`src/rtl/seq_shift_add_multiplier.sv`:
```
// Iterative shift-add WIDTH x WIDTH multiplier. It has valid/ready handshakes on the operand side and on the product side.
// Defining MULT_SIGNED_EN adds the signed_mode port, which selects two's-complement operands.
module seq_shift_add_multiplier #(
   parameter int unsigned WIDTH = 8
) (
   input  logic               clk,
   input  logic               rst_n,
   input  logic               in_valid,
   output logic               in_ready,
   input  logic [WIDTH-1:0]   a,
   input  logic [WIDTH-1:0]   b,
`ifdef MULT_SIGNED_EN
   input  logic               signed_mode,
`endif
   output logic               out_valid,
   input  logic               out_ready,
   output logic [2*WIDTH-1:0] p
);

   localparam int unsigned      PW        = 2 * WIDTH;
   localparam int unsigned      CNT_W     = $clog2(WIDTH + 1);
   localparam logic [CNT_W-1:0] LAST_ITER = CNT_W'(WIDTH - 1);

   typedef enum logic [1:0] {
      IDLE = 2'd0,
      CALC = 2'd1,
      DONE = 2'd2
   } state_t;

   state_t           state;
   logic [WIDTH-1:0] a_reg;
   logic [WIDTH-1:0] b_reg;
   logic [PW-1:0]    acc;
   logic [CNT_W-1:0] count;

   logic [WIDTH-1:0] a_load_c;
   logic [WIDTH-1:0] b_load_c;
   logic [WIDTH:0]   sum_c;
   logic [PW-1:0]    acc_next_c;
   logic [PW-1:0]    result_c;

`ifdef MULT_SIGNED_EN
   logic neg_reg;
   logic neg_load_c;

   // Signed operands are reduced to magnitudes. The sign is restored when p is loaded.
   always_comb begin
      a_load_c   = a;
      b_load_c   = b;
      neg_load_c = 1'b0;
      if (signed_mode) begin
         if (a[WIDTH-1]) a_load_c = ~a + WIDTH'(1);
         if (b[WIDTH-1]) b_load_c = ~b + WIDTH'(1);
         neg_load_c = a[WIDTH-1] ^ b[WIDTH-1];
      end
   end

   assign result_c = neg_reg ? (~acc_next_c + PW'(1)) : acc_next_c;
`else
   assign a_load_c = a;
   assign b_load_c = b;
   assign result_c = acc_next_c;
`endif

   // One iteration: conditionally add a_reg to the upper half, then shift {carry, acc} right.
   always_comb begin
      sum_c      = {1'b0, acc[PW-1:WIDTH]} + {1'b0, (b_reg[0] ? a_reg : WIDTH'(0))};
      acc_next_c = PW'({sum_c, acc[WIDTH-1:0]} >> 1);
   end

   always_ff @(posedge clk or negedge rst_n) begin
      if (!rst_n) begin
         state     <= IDLE;
         in_ready  <= 1'b1;
         out_valid <= 1'b0;
         p         <= '0;
         a_reg     <= '0;
         b_reg     <= '0;
         acc       <= '0;
         count     <= '0;
`ifdef MULT_SIGNED_EN
         neg_reg   <= 1'b0;
`endif
      end else begin
         case (state)
            IDLE: begin
               if (in_valid && in_ready) begin
                  a_reg    <= a_load_c;
                  b_reg    <= b_load_c;
                  acc      <= '0;
                  count    <= '0;
`ifdef MULT_SIGNED_EN
                  neg_reg  <= neg_load_c;
`endif
                  in_ready <= 1'b0;
                  state    <= CALC;
               end
            end
            CALC: begin
               acc   <= acc_next_c;
               b_reg <= b_reg >> 1;
               count <= count + CNT_W'(1);
               if (count == LAST_ITER) begin
                  p         <= result_c;
                  out_valid <= 1'b1;
                  state     <= DONE;
               end
            end
            DONE: begin
               // A pending operand waits until the next IDLE cycle.
               if (out_ready) begin
                  out_valid <= 1'b0;
                  in_ready  <= 1'b1;
                  state     <= IDLE;
               end
            end
            default: begin
               out_valid <= 1'b0;
               in_ready  <= 1'b1;
               state     <= IDLE;
            end
         endcase
      end
   end

endmodule

```
`config.mk`:
```
export PLATFORM = sky130hd
export DESIGN_NAME = seq_shift_add_multiplier
export DESIGN_NICKNAME = d
export VERILOG_FILES = /design/src/rtl/seq_shift_add_multiplier.sv
export SDC_FILE = /design/constraint.sdc
export NUM_CORES = 1
export LEC_CHECK = 0
export ABC_AREA = 0
export ABC_CLOCK_PERIOD_IN_PS = 2950
export CORE_MARGIN = 2
export CORE_UTILIZATION = 45
export CTS_BUF_LIST = sky130_fd_sc_hd__clkbuf_8
export CTS_CLUSTER_SIZE = 28
export DETAILED_ROUTE_END_ITERATION = 16
export PLACE_DENSITY = 0.68
export SLEW_MARGIN = 20
export SYNTH_ARGS = -nofsm -noshare
export SYNTH_HDL_FRONTEND = slang
export SYNTH_SLANG_ARGS = --single-unit
export TNS_END_PERCENT = 10
```
`constraint.sdc`:
```
create_clock -name clk -period 2.95 [get_ports clk]
set_input_delay 0.59 -clock clk [delete_from_list [all_inputs] [get_ports clk]]
set_output_delay 0.59 -clock clk [all_outputs]
set_load 0.02 [all_outputs]
```
==> summary.txt <==
Outcome
  – Outcome: completed

Global routing
  – GR Util met2: 26.9%
  – First-pass GRT wire length: 8560 microns
  – Initial antenna violation count: 0
  – Top Usage Layer GRT: met2
  – Met3 Usage GRT: 3.39%
  – Vias in the first global route: 1,817
  – Total grt overflow: 0
  – GR Util All Layers: 17.4%
  – Met1 usage: 24.6%
  – Largest net degree at the start of global routing: 24

Clock tree
  – CTS buffer count: 5
  – Clk sink count: 55
  – CTS tree: yes
  – Clock Latency Late Sink: 0.31 ns
  – Clk slew on worst S/H paths: 0.10 ns
  – CTS Root Cell: clkbuf_8
  – Post-CTS resize count: 0
  – Maximum buffer depth of the clock tree: 2
  – Hold Buf Count CTS: 0
  – H-tree levels: 2
  – Post-CTS Setup Inserts: 0

STA
  – Worst Skew: 0.00714 ns
  – RSZ-0062 raised after global routing: false
  – Total negative slack: 0 ns
  – Final setup violation count: 0
  – Tightest Pin Transition: 0.677 ns
  – F_max: 460 MHz
  – Slew margin rel.: 54.7%
  – Hold Worst Slack: 0.202 ns
  – Min Tclk post-route: 2.17 ns
  – Final WS setup: 0.776 ns
  – Max-slew violations: 0
  – Hold Fails Final Rpt: 0
  – Post-route clock period utilization: 73.7%

Place
  – Post-Place Worst Slack: 0.789 ns
  – GPL Wtd Cong: 0.842
  – Cell total after placement: 352
  – Detailed placement HPWL: 3550 microns
  – PortBufs: 37

Critical path
  – Worst EP required: 3.14 ns
  – Crit end category: flop
  – Max stage delay cell, worst path: dfrtp_1
  – Critical path arrival: 2.36 ns
  – Crit Path Max Fanout: 9
  – Worst-path cell chain: and2_1, ha_1, fa_1, a21o_1, a221oi_2, xnor2_1, o21ai_1
  – CP Launch Type: flop
  – CP peak stage delay: 0.46 ns
  – Worst r2r src: b_reg[0]
  – Setup CP Type: reg -> reg
  – Setup crit start: b_reg[0]

Route
  – Via-to-Cell Ratio: 5.10
  – WL final: 4930 microns
  – Drt first-iter violations: 128
  – Drt first pass iters: 6
  – Vias: 1,837
  – WL/cell: 13.7 microns
  – DRC viols: 0
  – Antenna-violating nets left: 0

Synthesis
  – Synthesis Warnings: 0
  – Post-synth ARST share: 100%
  – Synthesized net count: 280
  – Sequential share of the synthesized area: 53.5%
  – Post-synth EDFFs: 0
  – Top_reg_cell synth: dfrtp_1
  – Area share of the largest cell type after synthesis: 52.5%
  – Leading area contributor after synthesis: dfrtp_1
  – Mapped Area: 2570 sq um
  – Count of state elements after synthesis: 55
  – Syn Inst Count: 250
  – Avg Inst Size Synth: 10.3 sq um
  – Top cells by area, synth: dfrtp_1 (53%), nand2_1 (9.8%), ha_1 (4.4%), a22o_1 (3.4%), nor2_1 (2.9%)
  – Netlist cell types: 42

Pwr
  – Max IR drop VDD: 0.378 mV
  – Internal power: 1.82 mW
  – Seq pwr share: 41.9%
  – Pwr/cell area: 976 nW/um^2
  – LEAKAGE: 1.46 nW
  – Switching power: 1.17 mW
  – Sw Share: 39.0%
  – Power share of the clock group: 13.5%
  – Comb pwr share: 44.6%

Floorplan
  – Boundary pin count: 38
  – Die Width: 79.6 microns
  – Initial Utilization: 46.7%
  – Row cnt: 27
  – DIE AREA: 6340 sq um
  – Core area: 5510 sq um
  – Die Ht: 79.6 microns

Final layout
  – Most common cell after layout, fill and taps aside: nand2_1
  – N_diodes: 0
  – Final design utilization: 55.6%
  – Finished Layout Cells: 360
  – Final net count: 317
  – Share of layout cells above drive strength 1: 10.1%
  – Number of flip-flops in the largest register: 16
  – Largest Register: p
  – Area growth from synthesis to layout: 19.0%
  – Fillers: 524
  – Most frequent cells in the layout: nand2_1 (67), dfrtp_1 (54), clkdlybuf4s50_1 (36)
  – Top Registers: p (16), acc (15)

Run
  – # Max-Cap Violations: 0

Min path
  – Hold Crit Class: in -> async
[worst max-delay path: cells and delay by family (launching register included)]
kind	cells	cell delay, ns
flops	1	0.46
simple gates	1	0.18
fa+ha+maj	2	0.61
xor+xnor	1	0.21
compound gates	3	0.59
[layout make-up]
type	instances	area, sq um	share of cell area, %
Clock inverter	3	16.3	0.531
Timing Repair Buffer	42	403	13.2
Sequential cell	55	1380	45.0
Inverter	2	7.51	0.245
Multi-Input combinational cell	181	1100	35.9
Clock buffer	5	68.8	2.25
Tap cell	72	90.1	2.94
[metal layers]
layer  share of wire [%]  wire length, microns
met1                  48                  2380
met4                 1.3                    65
met3                 3.8                   186
met5                   0                     0
met2                  47                  2290
[power by group through the flow]
stage	combinational, mW	clock (mW)	sequential [mW]
4_1_cts	1.34	0.411	1.26
6_report	1.33	0.402	1.25
3_3_place_gp	1.30	0	1.26
3_5_place_dp	1.34	0	1.27
5_1_grt	1.49	0.448	1.30
2_1_floorplan	0.857	0	1.31
[cell usage after synthesis (all sizes together), types with 3 or more instances]
cell and n:
o22ai 7, o31ai 6, a21oi 6, nand3 7, o21ai 10, nand2 67, ha 9, and2 8
nor2 20, xnor2 3, a22o 10, dfrtp 54, buf 10, a21o 3
[metrics by stage]
step | cell area (sq um) | power, mW
6_report | 3060 | 2.99
5_1_grt | 3060 | 3.24
4_1_cts | 3060 | 3.01
3_5_place_dp | 2980 | 2.61
3_3_place_gp | 2980 | 2.56
2_1_floorplan | 2570 | 2.17
[path summary, 6_finish.rpt]
kind	cells past startpoint	slack [ns]	to
worst max register to register	7	0.78	acc[13]
min in group clk	2	0.48	a_reg[5]
max in group asynchronous	2	2.11	acc[6]
worst min-delay path	1	0.20	b_reg[2]
worst min register to register	2	0.48	a_reg[5]
worst max-delay path	7	0.78	acc[13]
[cell families (layout without fill, tap and decap cells)]
kind of cell               after synthesis  in the layout  share of synthesized area, %
xor gates and xnor gates                 5              5                          1.70
DFF                                     55             55                          53.5
AOI/OAI and AO/OA                       49             49                          14.9
muxes                                    2              2                         0.826
buffers and inverters                   14             52                          3.79
adders and majority gates               10             10                          5.15
and+or+nand+nor                        115            115                          20.1
(Power assumes the default switching activity.)
